==> config.mk <==
export PLATFORM = sky130hd
export DESIGN_NAME = fifo_sync_n_flat
export DESIGN_NICKNAME = d
export VERILOG_FILES = /design/src/rtl/fifo_sync_n_if.sv /design/src/rtl/fifo_sync_n.sv /design/src/flat_wrapper.sv
export SDC_FILE = /design/constraint.sdc
export NUM_CORES = 1
export LEC_CHECK = 0
export CAP_MARGIN = 20
export CORE_MARGIN = 5
export CORE_UTILIZATION = 35
export DETAILED_ROUTE_END_ITERATION = 6
export GPL_TIMING_DRIVEN = 0
export PLACE_DENSITY = 0.57
export SYNTH_ARGS = -nofsm -noshare
export SYNTH_HDL_FRONTEND = slang
export SYNTH_SLANG_ARGS = --single-unit
export TNS_END_PERCENT = 30
==> constraint.sdc <==
create_clock -name CLK -period 2.46 [get_ports CLK]
set_input_delay 0.369 -clock CLK [delete_from_list [all_inputs] [get_ports CLK]]
set_output_delay 0.369 -clock CLK [all_outputs]
set_load 0.05 [all_outputs]
==> src/rtl/fifo_sync_n_if.sv <==
// Handshake and status bundle for fifo_sync_n: the producer/consumer side is the
// master, the FIFO itself is the slave.
interface fifo_sync_n_if #(
   parameter int unsigned WIDTH = 8,
   parameter int unsigned DEPTH = 4
);
   logic                     enq;
   logic [WIDTH-1:0]         din;
   logic                     deq;
   logic [WIDTH-1:0]         dout;
   logic                     full;
   logic                     empty;
   logic                     almost_full;
   logic [$clog2(DEPTH):0]   count;
   logic                     overflow;
   logic                     underflow;

   modport master (
      output enq, din, deq,
      input  dout, full, empty, almost_full, count, overflow, underflow
   );

   modport slave (
      input  enq, din, deq,
      output dout, full, empty, almost_full, count, overflow, underflow
   );
endinterface

==> src/rtl/fifo_sync_n.sv <==
// Parametrised single-clock FIFO with first-word fall-through output, occupancy
// count, almost-full threshold and registered overflow/underflow pulses.
module fifo_sync_n #(
   parameter int unsigned WIDTH    = 8,
   parameter int unsigned DEPTH    = 4,
   parameter int unsigned AF_LEVEL = DEPTH - 1
) (
   input  logic          CLK,
   input  logic          RST,
   fifo_sync_n_if.slave  bus
);
   localparam int unsigned AW = $clog2(DEPTH);
   localparam int unsigned CW = AW + 1;

   logic [WIDTH-1:0] mem [DEPTH];
   logic [AW-1:0]    wp;
   logic [AW-1:0]    rp;
   logic [CW-1:0]    cnt;
   logic             ovf_q;
   logic             udf_q;

   logic             full_w;
   logic             empty_w;
   logic             enq_ok;
   logic             deq_ok;

   // Flags decode from the registered count only, so no input reaches an output.
   always_comb begin
      full_w  = (cnt == CW'(DEPTH));
      empty_w = (cnt == '0);
      enq_ok  = bus.enq & (~full_w | bus.deq);
      deq_ok  = bus.deq & ~empty_w;
   end

   always_ff @(posedge CLK) begin
      if (RST) begin
         wp    <= '0;
         rp    <= '0;
         cnt   <= '0;
         ovf_q <= 1'b0;
         udf_q <= 1'b0;
      end else begin
         if (enq_ok)
            wp <= wp + AW'(1);
         if (deq_ok)
            rp <= rp + AW'(1);
         cnt   <= cnt + CW'(enq_ok) - CW'(deq_ok);
         ovf_q <= bus.enq & full_w & ~bus.deq;
         udf_q <= bus.deq & empty_w;
      end
   end

   // Storage is deliberately left unreset; pointers and count alone define validity.
   always_ff @(posedge CLK) begin
      if (!RST && enq_ok)
         mem[wp] <= bus.din;
   end

   always_comb begin
      bus.dout        = empty_w ? '0 : mem[rp];
      bus.full        = full_w;
      bus.empty       = empty_w;
      bus.almost_full = (cnt >= CW'(AF_LEVEL));
      bus.count       = cnt;
      bus.overflow    = ovf_q;
      bus.underflow   = udf_q;
   end
endmodule

==> src/flat_wrapper.sv <==
// flat-port wrapper written by rule: the top's interface ports become plain ports
module fifo_sync_n_flat 
#(
   parameter int unsigned WIDTH    = 8,
   parameter int unsigned DEPTH    = 4,
   parameter int unsigned AF_LEVEL = DEPTH - 1
)
  (CLK, RST, bus_enq, bus_din, bus_deq, bus_dout, bus_full, bus_empty, bus_almost_full, bus_count, bus_overflow, bus_underflow);
  fifo_sync_n_if #(.WIDTH(WIDTH), .DEPTH(DEPTH)) bus_i ();
  input  logic CLK;
  input  logic RST;
  input wire logic [$bits(bus_i.enq)-1:0] bus_enq;
  input wire logic [$bits(bus_i.din)-1:0] bus_din;
  input wire logic [$bits(bus_i.deq)-1:0] bus_deq;
  output wire logic [$bits(bus_i.dout)-1:0] bus_dout;
  output wire logic [$bits(bus_i.full)-1:0] bus_full;
  output wire logic [$bits(bus_i.empty)-1:0] bus_empty;
  output wire logic [$bits(bus_i.almost_full)-1:0] bus_almost_full;
  output wire logic [$bits(bus_i.count)-1:0] bus_count;
  output wire logic [$bits(bus_i.overflow)-1:0] bus_overflow;
  output wire logic [$bits(bus_i.underflow)-1:0] bus_underflow;
  assign bus_i.enq = bus_enq;
  assign bus_i.din = bus_din;
  assign bus_i.deq = bus_deq;
  assign bus_dout = bus_i.dout;
  assign bus_full = bus_i.full;
  assign bus_empty = bus_i.empty;
  assign bus_almost_full = bus_i.almost_full;
  assign bus_count = bus_i.count;
  assign bus_overflow = bus_i.overflow;
  assign bus_underflow = bus_i.underflow;
  fifo_sync_n #(.WIDTH(WIDTH), .DEPTH(DEPTH), .AF_LEVEL(AF_LEVEL)) u_core (.CLK(CLK), .RST(RST), .bus(bus_i));
endmodule
==> metrics.cfg <==
[floorplanning]
chipHeight_um=81.5
io_pins=28
dieArea_mm2=0.00664
die_x_um=81.5
initial_core_util_pct=35.5
core_mm2=0.00504
rows=26

[place]
placedCellCount=207
gp_congestion=0.709
dp_hpwl_um=2160
placed_area_mm2=0.00215
portBuffers=27

[setup_path]
worstPathRequired_ns=2.09
cpPeakStageDelay_ns=0.79
cp-end-kind=primary output
critical_path_buf_inv_count=1
path_max_fanout=6
regToRegSetupSlack_ns=0.27
crit_path_cell_trace=ha_1, o21ai_0, nand2_1, clkdlybuf4s50_1
slowest_stage=clkdlybuf4s50_1
critPathTopFamily=buffers and inverters
r2r-end=u_core.bus.count[2]
crit_cells=4
rr_startpoint=u_core.bus.count[1]
critPathLaunchType=flop
worstSetupPathType=flop to primary output
critPathArrivalTime_ns=1.95
reg2reg_depth=10

[timing]
period_share_pct=94.4
slew_viol_final=0
skew_ns=0.00668
finalSetupViolCount=0
hold_viol_final=0
fmax_mhz=430
fin_crit_ns=2.32
rsz0062_at_grt=no
setup_tns_ns=0
slew_headroom_pct=66.3
tightest_slew_ns=0.504

[hold_path]
hold_path_class=flop to flop
hold_start=u_core.rp[1]
hold_path_end=u_core.rp[1]
whs_path_depth=2

[global_routing]
grt_pass1_vias=996
grt_antenna_before_repair=0
grt_max_degree=14
overflow=0
grt_pass1_wl_um=4820
grt_use_total_pct=9.99

[clock_tree]
numCtsBuffers=5
cts_tree=done
clk_path_buf_depth=2
root_buffer=clkbuf_8
clk_pin_slew_ns=0.07
htreeDepth=2
clk-insertion-delay-late_ns=0.28
post_cts_buffers=0
cts_sinks=43
holdBufCountCts=0

[power_and_ir_drop]
p_leak_nw=0.798
p_per_area_mw_per_mm2=1070
peakVddDrop_v=0.000332
power.total_mw=2.38

[routing]
postRouteAntennaNets=0
dr.pass1.iters=4
remaining_drc_errors=0
vias_per_cell=4.51
via_count=970
drt_iter0_drc=73
wl_um=3090
routedWlPerCell_um=14.4

[job]
cap_viol_max_count=0

[logic_synthesis]
syn_area_mm2=0.00179
synthFlopType=edfxtp_1
synth_area_leaders=edfxtp_1, dfxtp_1, mux4_2
synth.largest_area_cell=edfxtp_1
ys_ff_latch=43
ys_seq_area_share_pct=66.0
synth.most_common_cell=edfxtp_1
netlist_top_cells_count=edfxtp_1, dfxtp_1, nor2b_1
synthCells=110
netlist.area_leader.share_pct=53.7
async_flop_share_pct=0
ys_warn_count=0
syn_area_per_cell_um2=16.3
synth_edf_count=32
synth.net_count=130
synth_cell_types=24

[finish]
postLayoutCoreUtil_pct=44.3
postLayoutCellArea_mm2=0.00223
finalNonFillerCells=215
diodes=0
final_nets=164
synthToLayoutAreaGrowth_pct=24.8
drive_gt1_share_pct=15.2

[status]
status=finished, final reports clean

-- metrics by stage --
| step | setup WS (ns) | hold slack, ns |
|---|---|---|
| after floorplan | 0.105 | 0.445 |
| after global placement | 0.151 | 0.473 |
| after CTS | 0.157 | 0.506 |
| after detailed placement | 0.107 | 0.495 |
| final | 0.137 | 0.509 |
| after global routing | 0.0326 | 0.557 |
-- area by class of cell --
class	count	area, um2
Fill cell	460	2810
Sequential cell	43	1180
Multi-Input combinational cell	56	557
Timing Repair Buffer	27	259
Tap cell	70	87.6
Clock buffer	7	86.3
Buffer	4	31.3
Inverter	7	26.3
Clock inverter	1	5.00
-- metal layers --
layer | track usage [%] | wire, um | share of wire [%]
met1 | 11.7 | 1380 | 45
met2 | 16.9 | 1530 | 50
met3 | 2.74 | 130 | 4.2
met4 | 4.56 | 43 | 1.4
met5 | 0 | 0 | 0
-- tightest hold or removal path, stage by stage (launching register included) --
cell and delay (ns):
dfxtp_1 0.31, o21ai_0 0.07, a21oi_1 0.08
-- flip-flops by register name (all words and copies together) (netlist names), named ones only --
| name | flops |
|---|---|
| u_core.bus.underflow | 1 |
| u_core.bus.overflow | 1 |
| u_core.wp | 2 |
| u_core.bus.count | 3 |
| u_core.rp | 2 |
| u_core.mem | 32 |
-- timing repair --
item | in CTS | in global routing
endpoints found under the setup margin | 9 | 1
hold endpoints to repair | 0 | 0
gates cloned | 0 | 0
gates resized for setup | 9 | 1
pin swaps | 0 | 0
-- cell families (layout without fill, tap and decap cells) --
kind of cell | Yosys count | in the layout | synth area share (%)
muxes | 10 | 10 | 11.5
xor gates and xnor gates | 1 | 1 | 0.490
buffers and inverters | 11 | 46 | 3.22
and+or+nand+nor | 29 | 29 | 10.2
AOI/OAI and AO/OA | 8 | 8 | 2.59
DFF | 43 | 43 | 66.0
adders and majority gates | 8 | 8 | 6.01
-- placed cells by master, fill, tap and decap left out, types with 2 or more instances in the layout --
cell type	n
ha_1	7
nand2_1	2
or3_1	2
inv_1	7
edfxtp_1	32
dlygate4sd2_1	9
nand2b_1	3
clkdlybuf4s50_1	18
nor2_1	5
clkbuf_8	6
dfxtp_1	11
o21ai_0	3
nor3b_1	2
clkbuf_1	2
and2_1	4
mux4_2	8
buf_6	2
a21oi_1	4
nor2b_1	9
-- how the worst max path moves through the flow --
stage                             start             endpoint  slack (ns)
finish              u_core.bus.count[1]      bus_almost_full        0.14
global route        u_core.bus.count[1]      bus_almost_full        0.03
CTS                 u_core.bus.count[1]      bus_almost_full        0.16
detailed placement              bus_deq  u_core.bus.count[2]        0.11
global placement                bus_deq  u_core.bus.count[2]        0.15
floorplan           u_core.bus.count[1]  u_core.bus.count[2]        0.10
-- power by group --
| part | switching, mW | total [mW] | internal (mW) |
|---|---|---|---|
| Clock | 0.220 | 0.446 | 0.226 |
| Sequential | 0.0578 | 0.904 | 0.846 |
| Combinational | 0.666 | 1.03 | 0.364 |
| Total | 0.944 | 2.38 | 1.44 |
No activity file was read; power rests on OpenSTA's default activity.
